$ cat src/rtl/event_window_ctrl.sv
// event_window_ctrl: arms on start, waits for trig, counts evt_in rising edges over win_len cycles, hands the result over valid/ready.
// Define EVT_SATURATE_EN to make the accumulator saturate instead of wrapping.
module event_window_ctrl #(
    parameter int CNT_W = 16,
    parameter int WIN_W = 16
) (
    input  logic             clk,
    input  logic             rst,
    input  logic             start,
    input  logic [WIN_W-1:0] win_len,
    input  logic             trig,
    input  logic             abort,
    input  logic             evt_in,
    output logic             busy,
    output logic             res_valid,
    input  logic             res_ready,
    output logic [CNT_W-1:0] count_out,
    output logic             ovf,
    output logic [1:0]       state_out
);
    typedef enum logic [1:0] {IDLE = 2'b00, ARMED = 2'b01, COUNT = 2'b10, DONE = 2'b11} state_t;
    state_t           state, state_nxt;
    logic [CNT_W-1:0] acc, acc_inc;
    logic [WIN_W-1:0] win_rem;
    logic             evt_q, ovf_int, rise, at_max, ovf_inc, last;
    assign rise    = evt_in & ~evt_q;
    assign at_max  = &acc;
    assign ovf_inc = ovf_int | (rise & at_max);
    assign last    = win_rem == WIN_W'(1);
`ifdef EVT_SATURATE_EN
    assign acc_inc = (rise && !at_max) ? acc + CNT_W'(1) : acc;
`else
    assign acc_inc = acc + CNT_W'(rise);
`endif
    assign busy      = (state == ARMED) || (state == COUNT);
    assign res_valid = state == DONE;
    assign state_out = state;
    always_comb begin
        state_nxt = state;
        if (abort) state_nxt = IDLE;
        else begin
            case (state)
                IDLE:  if (start) state_nxt = (win_len == '0) ? DONE : ARMED;
                ARMED: if (trig) state_nxt = COUNT;
                COUNT: if (last) state_nxt = DONE;
                DONE:  if (res_ready) state_nxt = IDLE;
            endcase
        end
    end
    always_ff @(posedge clk or negedge rst) begin
        if (!rst) begin
            state     <= IDLE;
            acc       <= '0;
            win_rem   <= '0;
            evt_q     <= 1'b0;
            ovf_int   <= 1'b0;
            count_out <= '0;
            ovf       <= 1'b0;
        end else begin
            state <= state_nxt;
            evt_q <= evt_in;
            if (!abort && state == IDLE && start) begin
                win_rem <= win_len;
                acc     <= '0;
                ovf_int <= 1'b0;
                if (win_len == '0) begin
                    count_out <= '0;
                    ovf       <= 1'b0;
                end
            end
            // abort discards the window, so the published result is only touched on completion
            if (!abort && state == COUNT) begin
                acc     <= acc_inc;
                ovf_int <= ovf_inc;
                win_rem <= win_rem - WIN_W'(1);
                if (last) begin
                    count_out <= acc_inc;
                    ovf       <= ovf_inc;
                end
            end
        end
    end
endmodule
$ cat config.mk
export PLATFORM = sky130hd
export DESIGN_NAME = event_window_ctrl
export DESIGN_NICKNAME = d
export VERILOG_FILES = /design/src/rtl/event_window_ctrl.sv
export SDC_FILE = /design/constraint.sdc
export NUM_CORES = 1
export LEC_CHECK = 0
export ABC_AREA = 1
export ABC_CLOCK_PERIOD_IN_PS = 5110
export CAP_MARGIN = 25
export CELL_PAD_IN_SITES_DETAIL_PLACEMENT = 1
export CELL_PAD_IN_SITES_GLOBAL_PLACEMENT = 1
export CORE_MARGIN = 1.5
export CORE_UTILIZATION = 25
export CTS_CLUSTER_SIZE = 10
export DETAILED_ROUTE_END_ITERATION = 12
export PLACE_DENSITY = 0.64
export REMOVE_ABC_BUFFERS = 1
export SYNTH_ARGS = -nofsm -noshare
export SYNTH_HDL_FRONTEND = slang
export SYNTH_SLANG_ARGS = --single-unit
$ cat constraint.sdc
create_clock -name clk -period 5.11 [get_ports clk]
set_clock_uncertainty 0.05 [all_clocks]
set_input_delay 0.7665 -clock clk [delete_from_list [all_inputs] [get_ports clk]]
set_output_delay 0.7665 -clock clk [all_outputs]
set_load 0.05 [all_outputs]
## Yosys cells after proc, flatten, opt, wreduce, memory -nomap -nowiden

Index checks and enable logic that the tools add are counted.
Widths: inputs -> output; s select.

| cells by class | value |
|---|---|
| eq/ne operators | 8 |
| multiply operators | 0 |
| $lt $le $gt $ge | 0 |
| divide/modulo/power cells | 0 |
| shift-type cells | 0 |
| reductions and logical operators | 10 |
| add/sub/neg operators | 2 |
| mux-type cells | 21 |
| bitwise operators | 4 |

Operator list:

| cell | count |
|---|---|
| $mux 16 | 8 |
| $add 16x1->16 | 1 |
| $eq 16x1->1 const B | 1 |
| $logic_not 16->1 | 1 |
| $reduce_and 16->1 | 1 |
| $sub 16x1->16 const B | 1 |
| $mux 2 | 6 |
| $ne 3x3->1 const B | 3 |
| $pmux 2 s4 | 1 |
| $mux 1 | 6 |
| $eq 2x2->1 const B | 2 |
| $reduce_and 4->1 | 1 |
| $logic_and 1x1->1 | 3 |
| $ne 3x2->1 const B | 1 |
| $and 1x1->1 | 2 |
| $eq 2x1->1 const B | 1 |
| $logic_not 2->1 | 1 |
| $reduce_bool 2->1 | 1 |
| $logic_not 1->1 | 1 |
| $logic_or 1x1->1 | 1 |
| $not 1->1 | 1 |
| $or 1x1->1 | 1 |

| word-level totals | value |
|---|---|
| memories kept | 0 |
| input port bits | 23 |
| ROM bits | 0 |
| register bits | 53 |
| bits in writable memories | 0 |
| output and inout bits | 21 |
| logic and storage cells | 52 |
| bits in latches | 0 |

## Logic depth before layout (Yosys ltp)

| logic depth | value |
|---|---|
| word-level depth | 6 |
| gate-level depth with buffers | 13 |
| mapped depth without buffers | 13 |

## Worst setup path before layout

Ideal clock, no wire load.

| path | value |
|---|---|
| path kind | register to output |
| from | register state[0] (netlist: state_out[0]) |
| to | output busy |
| data required time | 4,293 ps |
| path slack | 2,884 ps |
| stages on the path, launching flop included | 3 |
| path buffers | 0 |
| arrival time | 1,410 ps |
| path through | dfrtp_1 > inv_1 > ha_1 |

| on the way | value |
|---|---|
| word-level cells in the longest chain between the ends | 2 |
| elaborated cells between the ends (all ways) | 3 |
| those cells by class | eq/ne (2); reduce/logical (1) |

RTL lines:

| element | line | RTL |
|---|---|---|
| from (decl) | 22 | `state_t state, state_nxt;` |
| from (signal assigned) | 60 | `state <= state_nxt;` |
| $eq 2x1->1 or $eq 2x2->1 (tied branches) | 35 | `assign busy = (state == ARMED) \|\| (state == COUNT);` |
| $logic_or 1x1->1 (*) | 35 |  |
| to (decl) | 14 | `output logic busy,` |

Every way passes the cells marked *; elsewhere a longest branch is shown, timed or not.

## Final worst setup path

Same ends and word-level chain as after synthesis.

==> results.toml <==
[run_status]
outcome = "completed"

[power_and_ir_drop]
pwr_density_cell_mw_per_mm2 = 372
p_leak_nw = 1.75
p_total_mw = 1.47
irDropWorstVdd_mv = 0.150

[clock_network]
cts.sinks = 53
cts_root_buf = "clkbuf_16"
clockBufferDepth = 2
ctsResizeCount = 0
ctsHoldBuffers = 0
numCtsBuffers = 5
clk_latency_ps = 290
htree_levels = 2
post_cts_buffers = 0
cts_tree = "built"
path_clk_slew_ps = 70

[synth]
netlist_top_cells_count = "133 x nand2_1, 53 x dfrtp_1, 49 x nand3_1, 49 x nor2_1, 43 x inv_1"
async_reset_ff_share_pct = 100
ys_ff_latch = 53
synth_cell_type_count = 32
yosys_warnings = 0
syn_inst = 434
yosysMostFrequentCell = "nand2_1"
synth_area_per_cell_um2 = 7.39
netlist.area_leader.share_pct = 41.4
synthTopCellsByArea = "dfrtp_1 41%, nand2_1 16%, nand3_1 7.7%, nor2_1 5.7%, inv_1 5.0%"
synth_top_flop_cell = "dfrtp_1"
yosysTopAreaCell = "dfrtp_1"
synth-edff-count = 0
ys_seq_area_share_pct = 41.4
netlist_area_mm2 = 0.00321

[sta]
final-max-slew-violation-count = 0
worst_pin_slew_ps = 710
slew_headroom_pct = 52.7
finalHoldViolations = 0
rsz0062_at_grt = "no"
tns_ps = 0
setup_violations = 0
fin_crit_ps = 2760
fmax_ghz = 0.363
min_period_over_period_pct = 54.0

[min_path]
min_path_type = "flip-flop to flip-flop"

[cells_and_area]
regArea_mm2 = 0.00133
nets = 509
layout-drive-gt1-share_pct = 7.32
final_cells = 650
nFillCells = 1567
multi_input_area_mm2 = 0.00164
n_antenna_cell = 0
fin_area_mm2 = 0.00395
syn2layout_area_growth_pct = 23.1
fin_util_pct = 31.4

[placed_design]
dp_hpwl_um = 6810
io_buffers = 43
dpl_cell_area_mm2 = 0.00380
place_congestion = 0.839
post-place-cells = 642

[setup_path]
worstPathRequired_ps = 4290
critPathLaunchType = "flip-flop"
path_max_fanout = 5
crit_path_end_kind = "primary output"
crit_type = "flip-flop to primary output"
arrival_ps = 1940

[global_routing]
grt_pass1_wl_um = 15300
overflow = 0
grt_max_degree = 54
grt_pass1_vias = 3129
grt_use_total_pct = 14.5
antenna_found_initial = 0

[floorplan]
rows = 41
core_mm2 = 0.0126
die_w_um = 116
die_h_um = 116
start_util_pct = 25.5
num_io_pins = 44
die_area_mm2 = 0.0135

[job]
maxCapViolCount = 0

[detailed_routing]
viasPerCell = 4.53
detail_route.wl_per_cell_um = 13.9
drtIter0Drc = 146
num_vias = 2944
drc = 0
dr.pass1.iters = 4
wirelength_um = 9060
antenna_left = 0
[registers in the layout, indices dropped and copies added (netlist names)]
register   cells
acc           16
count_out     16
win_rem       16
state_out      2
evt_q          1
ovf            1
ovf_int        1
[worst max-delay path, stage by stage (launching register included)]
cell and delay [ps]:
dfrtp_1 440, inv_1 110, ha_1 310, clkdlybuf4s50_1 800
[placed cells by master (no fill, tap or decap), types with 3 or more instances in the layout]
| cell | count |
|---|---|
| inv_2 | 5 |
| nor2_1 | 49 |
| ha_1 | 9 |
| o21ai_0 | 22 |
| o21ai_2 | 7 |
| clkdlybuf4s50_1 | 42 |
| o211ai_1 | 3 |
| nand4_1 | 9 |
| clkbuf_16 | 5 |
| nor2_4 | 3 |
| xor2_1 | 12 |
| nand3_1 | 49 |
| inv_1 | 43 |
| nor2_2 | 3 |
| dfrtp_1 | 53 |
| nand2_1 | 133 |
| nor3_1 | 4 |
| o22ai_1 | 4 |
[cell type report]
class,count,area share (%)
clock inverters,2,0.380
flip-flops and latches,53,33.6
inverters,48,4.56
clock buffers,6,3.26
multi-input cells,324,41.6
well taps,172,5.45
repair buffers,45,11.2
[power by group]
group / switching [mW] / internal (mW)
Combinational: 0.367 / 0.184
Clock: 0.164 / 0.182
Sequential: 0.0821 / 0.490
[path summary, 6_finish.rpt]
check                           cells past startpoint           end  slack [ps]         start
worst max register to register                     10   win_rem[13]        2670  state_out[0]
worst max-delay path                                3          busy        2350  state_out[0]
worst min register to register                      2  count_out[5]         460  count_out[5]
max in group asynchronous                           2  state_out[0]        3990           rst
worst min-delay path                                2  count_out[5]         460  count_out[5]
min in group asynchronous                           2  count_out[3]         550           rst
[layer usage]
metal,vias to the layer above,routed length [µm],track usage (%)
met5,-,0,0
li1,1473,-,-
met2,48,4660,26.8
met1,1416,4040,18.2
met4,0,103,3.01
met3,7,250,1.87
[through the flow]
| stage | setup slack [ps] | hold WS [ps] |
|---|---|---|
| global route | 2260 | 498 |
| floorplan | 2820 | 421 |
| detailed placement | 2150 | 453 |
| global placement | 2230 | 447 |
| finish | 2350 | 464 |
| CTS | 2340 | 470 |
[kinds of logic (layout without fill, tap and decap cells)]
logic type	count (synthesis)	in the layout	synth area share [%]
fa+ha+maj	9	9	3.51
simple gates	257	257	35.3
buf+inv	57	101	7.42
xor+xnor	14	14	3.83
flops	53	53	41.4
compound gates	44	44	8.59
No activity file was read; power rests on OpenSTA's default activity.
